$ cat config.mk
export PLATFORM = sky130hd
export DESIGN_NAME = step_mode_detector
export DESIGN_NICKNAME = d
export VERILOG_FILES = /design/src/rtl/step_mode_detector.sv
export SDC_FILE = /design/constraint.sdc
export NUM_CORES = 1
export LEC_CHECK = 0
export BUFFER_PORTS_ARGS = -buffer_cell sky130_fd_sc_hd__clkbuf_2
export CAP_MARGIN = 10
export CORE_UTILIZATION = 45
export DETAILED_ROUTE_END_ITERATION = 16
export GPL_ROUTABILITY_DRIVEN = 0
export GPL_TIMING_DRIVEN = 0
export PLACE_DENSITY_LB_ADDON = 0.1
export SLEW_MARGIN = 25
export SYNTH_ARGS = -nofsm -noshare
export SYNTH_HDL_FRONTEND = slang
export SYNTH_SLANG_ARGS = --single-unit
$ cat constraint.sdc
create_clock -name clk -period 3.35 [get_ports clk]
set_input_delay 0.335 -clock clk [delete_from_list [all_inputs] [get_ports clk]]
set_output_delay 0.335 -clock clk [all_outputs]
set_load 0.1 [all_outputs]
$ cat src/rtl/step_mode_detector.sv
// step_mode_detector: recovers step mode (delta 0/1/4/8) and run start from a
// stream of counter samples; declares lock after LOCK_CNT matching deltas.
`default_nettype none

module step_mode_detector #(
  parameter int WIDTH    = 12,
  parameter int LOCK_CNT = 4
) (
  input  logic             clk,
  input  logic             rst_n,
  input  logic             clr,
  input  logic             in_valid,
  input  logic [WIDTH-1:0] in_val,
  output logic [1:0]       mode,
  output logic [WIDTH-1:0] base_val,
  output logic             locked,
  output logic             err,
  output logic [3:0]       match_cnt
);

  typedef enum logic [2:0] {
    IDLE   = 3'd0,
    ARMED  = 3'd1,
    TRACK  = 3'd2,
    LOCKED = 3'd3,
    ERR    = 3'd4
  } state_t;

  localparam logic [3:0] LOCK_N = 4'(LOCK_CNT);

  state_t           state, state_nx;
  logic [WIDTH-1:0] prev, prev_nx, base_nx;
  logic [1:0]       cand_mode, cand_nx, mode_nx;
  logic [3:0]       mc_nx;
  logic             locked_nx, err_nx;

  logic [WIDTH-1:0] delta;
  logic [WIDTH-1:0] cand_step;
  logic             delta_legal;
  logic [1:0]       delta_mode;
  logic             delta_match;

  // Modulo-2^WIDTH subtraction makes wrap-around steps look like normal ones.
  assign delta = in_val - prev;

  always_comb begin
    delta_legal = 1'b1;
    delta_mode  = 2'd0;
    case (delta)
      WIDTH'(0): delta_mode = 2'd0;
      WIDTH'(1): delta_mode = 2'd1;
      WIDTH'(4): delta_mode = 2'd2;
      WIDTH'(8): delta_mode = 2'd3;
      default:   delta_legal = 1'b0;
    endcase
  end

  always_comb begin
    case (cand_mode)
      2'd0:    cand_step = WIDTH'(0);
      2'd1:    cand_step = WIDTH'(1);
      2'd2:    cand_step = WIDTH'(4);
      default: cand_step = WIDTH'(8);
    endcase
  end

  assign delta_match = (delta == cand_step);

  always_comb begin
    state_nx  = state;
    prev_nx   = prev;
    base_nx   = base_val;
    cand_nx   = cand_mode;
    mode_nx   = mode;
    mc_nx     = match_cnt;
    locked_nx = locked;
    err_nx    = err;

    if (clr) begin
      state_nx  = IDLE;
      prev_nx   = '0;
      base_nx   = '0;
      cand_nx   = 2'd0;
      mode_nx   = 2'd0;
      mc_nx     = 4'd0;
      locked_nx = 1'b0;
      err_nx    = 1'b0;
    end else if (in_valid && state != ERR) begin
      prev_nx = in_val;
      case (state)
        IDLE: begin
          base_nx  = in_val;
          state_nx = ARMED;
        end
        ARMED: begin
          if (delta_legal) begin
            cand_nx = delta_mode;
            mc_nx   = 4'd1;
            if (LOCK_N == 4'd1) begin
              state_nx  = LOCKED;
              locked_nx = 1'b1;
              mode_nx   = delta_mode;
            end else begin
              state_nx = TRACK;
            end
          end else begin
            state_nx = ERR;
          end
        end
        TRACK: begin
          if (delta_legal && delta_match) begin
            mc_nx = match_cnt + 4'd1;
            if (match_cnt + 4'd1 == LOCK_N) begin
              state_nx  = LOCKED;
              locked_nx = 1'b1;
              mode_nx   = cand_mode;
            end
          end else if (delta_legal) begin
            // New run starts at the sample preceding the differing delta.
            cand_nx = delta_mode;
            mc_nx   = 4'd1;
            base_nx = prev;
          end else begin
            state_nx = ERR;
          end
        end
        LOCKED: begin
          if (!delta_match) state_nx = ERR;
        end
        default: state_nx = state;
      endcase

      if (state_nx == ERR) begin
        err_nx    = 1'b1;
        locked_nx = 1'b0;
        mode_nx   = 2'd0;
      end
    end
  end

  always_ff @(posedge clk or negedge rst_n) begin
    if (!rst_n) begin
      state     <= IDLE;
      prev      <= '0;
      cand_mode <= 2'd0;
      base_val  <= '0;
      mode      <= 2'd0;
      match_cnt <= 4'd0;
      locked    <= 1'b0;
      err       <= 1'b0;
    end else begin
      state     <= state_nx;
      prev      <= prev_nx;
      cand_mode <= cand_nx;
      base_val  <= base_nx;
      mode      <= mode_nx;
      match_cnt <= mc_nx;
      locked    <= locked_nx;
      err       <= err_nx;
    end
  end

endmodule

`default_nettype wire

==> results.md <==
- The run finished with clean final reports.
- Before antenna repair, the detailed router went through 4 iterations.
- By startpoint and endpoint, the worst setup path is classified as reg2reg.
- The netlist uses approximately 70 different library cells.
- The sum of buffers and inverters on the critical path is 3.
- The worst setup path is captured at a register.
- The setup skew after layout is 6.72 ps.
- The mapped netlist covers 0.00291 sq mm.
- The number of placement rows is 28.
- The root buffer selected by CTS is sky130_fd_sc_hd__clkbuf_8.
- Dividing the final minimum period by the clock period gives 0.961.
- The worst endpoint data arrival time is 3400 ps.
- The cell area power density is 389 mW/mm^2.
- Counting every net in the synthesized netlist gives 363.
- The slack of the critical path is 130 ps.
- The largest total area in the synthesized netlist belongs to sky130_fd_sc_hd__dfrtp_1.
- The flip-flop and latch count after synthesis is 37.
- The number of antenna violations at the first check in global routing is 0.
- The die width is just over 80 microns.
- After floorplanning, the core was sized to cover a little over 0.006 sq mm.
- The share of synthesized area in the top cell type comes to 0.318.
- The sequential share of the synthesized area is 0.318.
- The clock network latency to the later pin of the worst-skew pair is between 200 and 300 ps.
- In this run the tightest slew margin relative to its limit is 0.437.
- Walking the worst path, the cells encountered are inv_1, ha_1, a211o_1, a2111oi_0, nand2_1, a221oi_2, o221ai_4, nor4b_4, buf_4, buf_6, o21ai_1, o311a_1.
- The number of remaining DRC errors is 0.
- STA puts the critical path data required time at 3530 ps.
- The synthesis-to-finish area growth is 12.9%.
- The via-per-instance ratio is 5.70.
- The final number of hold-violating endpoints came to 0.
- The total number of nets in the final design is 405.
- The fraction of layout instances using a drive strength above 1 is 0.210.
- The synthesis warning total is 0.
- The final core utilization is 0.539.
- The number of pins with negative max-slew slack in the final report is 0.
- The leakage power figure is 1.52 nW.
- The aggregate routed wire length is ~7100 microns.
- The class of the tightest hold or removal check is in2async.
- The number of standard cells after synthesis is 334.
- IR analysis of the VDD net gives a maximum drop of 0.000264 V.
- The average detailed-routed wire length per instance is 15.7 microns.
- The die is slightly above 80 microns tall.
- Setup repair after global routing left no endpoint under its margin.
- For this block, the via count after detailed routing is between 2000 and 3000.
- TritonCTS built the clock tree.
- For this run, the top clock speed supported by timing is 0.311 GHz.
- In this run the deepest clock path goes through 2 buffers.
- Counting tap cells, the placed design contains a total of between 400 and 500 instances.
- The deepest level of the CTS H-tree is 2.
- Sorting the synthesized cells by area gives the leading types as sky130_fd_sc_hd__dfrtp_1 (32%), sky130_fd_sc_hd__nand2_1 (5.7%), sky130_fd_sc_hd__ha_1 (5.2%).
- The largest net degree at the start of global routing is 38.
- For this design the top-level I/O count stands at 36.
- The count of maximum capacitance violations is 0.
- The finished layout holds between 400 and 500 standard cells, fillers aside.
- In the synthesized netlist the dominant register cell turns out to be sky130_fd_sc_hd__dfrtp_1.
- The quantity of I/O buffers inserted on ports is 35.
- The family with the most delay on the worst path is compound AO/OA/AOI/OAI gates.
- The via count of the first global-routing pass is approximately 2400.
- The number of antenna cells inserted is 0.
- In the global route stage, overall resource usage came out at 0.228.
- The starting DRC count in detailed routing is 105.
- Before CTS, the worst setup slack after placement is -15.4 ps.
- The transition time at the pin with the least slew margin is 844 ps.
- The first-pass GRT wire length is 11600 microns.
- Subtracting the final worst setup slack from the clock period gives around 3200 ps.
- The sort of element at the start of the critical path is a register.
- The count of flip-flops with a built-in enable after synthesis is 0.
- The final global-route overflow total is 0.
- The detailed placement HPWL is approximately 5400 microns.
- Clock-pin slew was measured on the worst setup and hold paths at 80 ps.
- The number of clock buffers added by TritonCTS is 5.
- The number of nets still failing antenna checks after routing is 0.
- sky130_fd_sc_hd__nand2_1 is the most common cell in the netlist.
- For this run, asynchronously set or reset flops after synthesis account for 1.00.
- The overall power is roughly 1.3 mW.
- The floorplan die area is 0.00679 sq mm.
- The largest single stage delay on the critical path is 380 ps.
- A synthesized cell averages 8.71 sq um.
- The initial utilization of the core area, before any placement, comes to 0.477.
- Setup violations remaining at the end of the flow were counted as 0.
- Clock tree synthesis found a total of 37 sinks.
- In the synthesized netlist, the cells that appear most often are sky130_fd_sc_hd__nand2_1 (44), sky130_fd_sc_hd__dfrtp_1 (37), sky130_fd_sc_hd__a21oi_1 (25).
- Along the worst path, the maximum fanout reaches 10.
- The critical-path cell with the highest stage delay is sky130_fd_sc_hd__a2111oi_0.
==> path summary, 6_finish.rpt <==
kind	from	endpoint	slack, ps	cells after the start
worst max-delay path	prev[6]	base_val[8]	130	12
worst min-delay path	rst_n	match_cnt[2]	140	1
worst max register to register	prev[6]	base_val[8]	130	12
min in group clk	in_val[0]	prev[0]	280	3
max in group asynchronous	rst_n	err	2670	1
worst min register to register	err	err	490	2
==> placed cells by master, fill, tap and decap left out, drive strengths merged, types with 11 or more instances in the layout <==
cell,instances
a21oi,25
clkbuf,52
dfrtp,37
ha,12
inv,17
mux2i,13
nand2,44
nor2,16
nor3,11
o21ai,27
o311a,12
==> metal layers <==
| layer | global-route usage | vias to the layer above | routed length [microns] |
|---|---|---|---|
| li1 | - | 1314 | - |
| met1 | 0.346 | 1201 | 3820 |
| met2 | 0.336 | 52 | 2930 |
| met3 | 0.0330 | 9 | 272 |
| met4 | 0.0526 | 0 | 90 |
| met5 | 0 | - | 0 |
==> stage by stage <==
stage | setup TNS, ps | cell area, sq um | hold slack (ps)
after floorplan | 0 | 2910 | 39.4
after global placement | -148 | 3180 | 482
after detailed placement | -63.6 | 3180 | 480
after CTS | 0 | 3270 | 202
after global routing | 0 | 3290 | 212
final | 0 | 3290 | 142
==> cell families after synthesis <==
logic type               after synthesis  synth area share
XOR/XNOR                               7            0.0211
buffers and inverters                 38            0.0701
adder cells (fa/ha/maj)               13            0.0585
AO/OA/AOI/OAI                        110             0.272
multiplexers                          13            0.0447
flip-flops                            37             0.318
AND/OR/NAND/NOR                      116             0.216
==> where the power goes <==
group / switching, mW / total, mW / internal [mW]
clock: 0.172 / 0.315 / 0.144
combinational: 0.325 / 0.474 / 0.149
sequential: 0.0175 / 0.489 / 0.472
==> area by class of cell <==
type,instances,area (sq um)
repair buffers,36,183
well taps,75,93.8
clock buffers,5,68.8
plain buffers,20,139
multi-input cells,259,1790
flip-flops and latches,37,926
fillers,592,2810
clock inverters,3,17.5
inverters,17,63.8
==> sequential cells by signal, indices dropped and copies added, names as in the netlist <==
name       count
prev          12
match_cnt      4
state          3
locked         1
cand_mode      2
mode           2
base_val      12
err            1
==> what timing repair did <==
item | in CTS | in global routing
endpoints found under the setup margin | 0 | 21
gates resized for setup | 0 | 4
setup buffers | 0 | 1
hold buffers | 0 | 0
endpoints found under the hold margin | 0 | 0
Note: power is estimated with default switching activity, not from simulation.
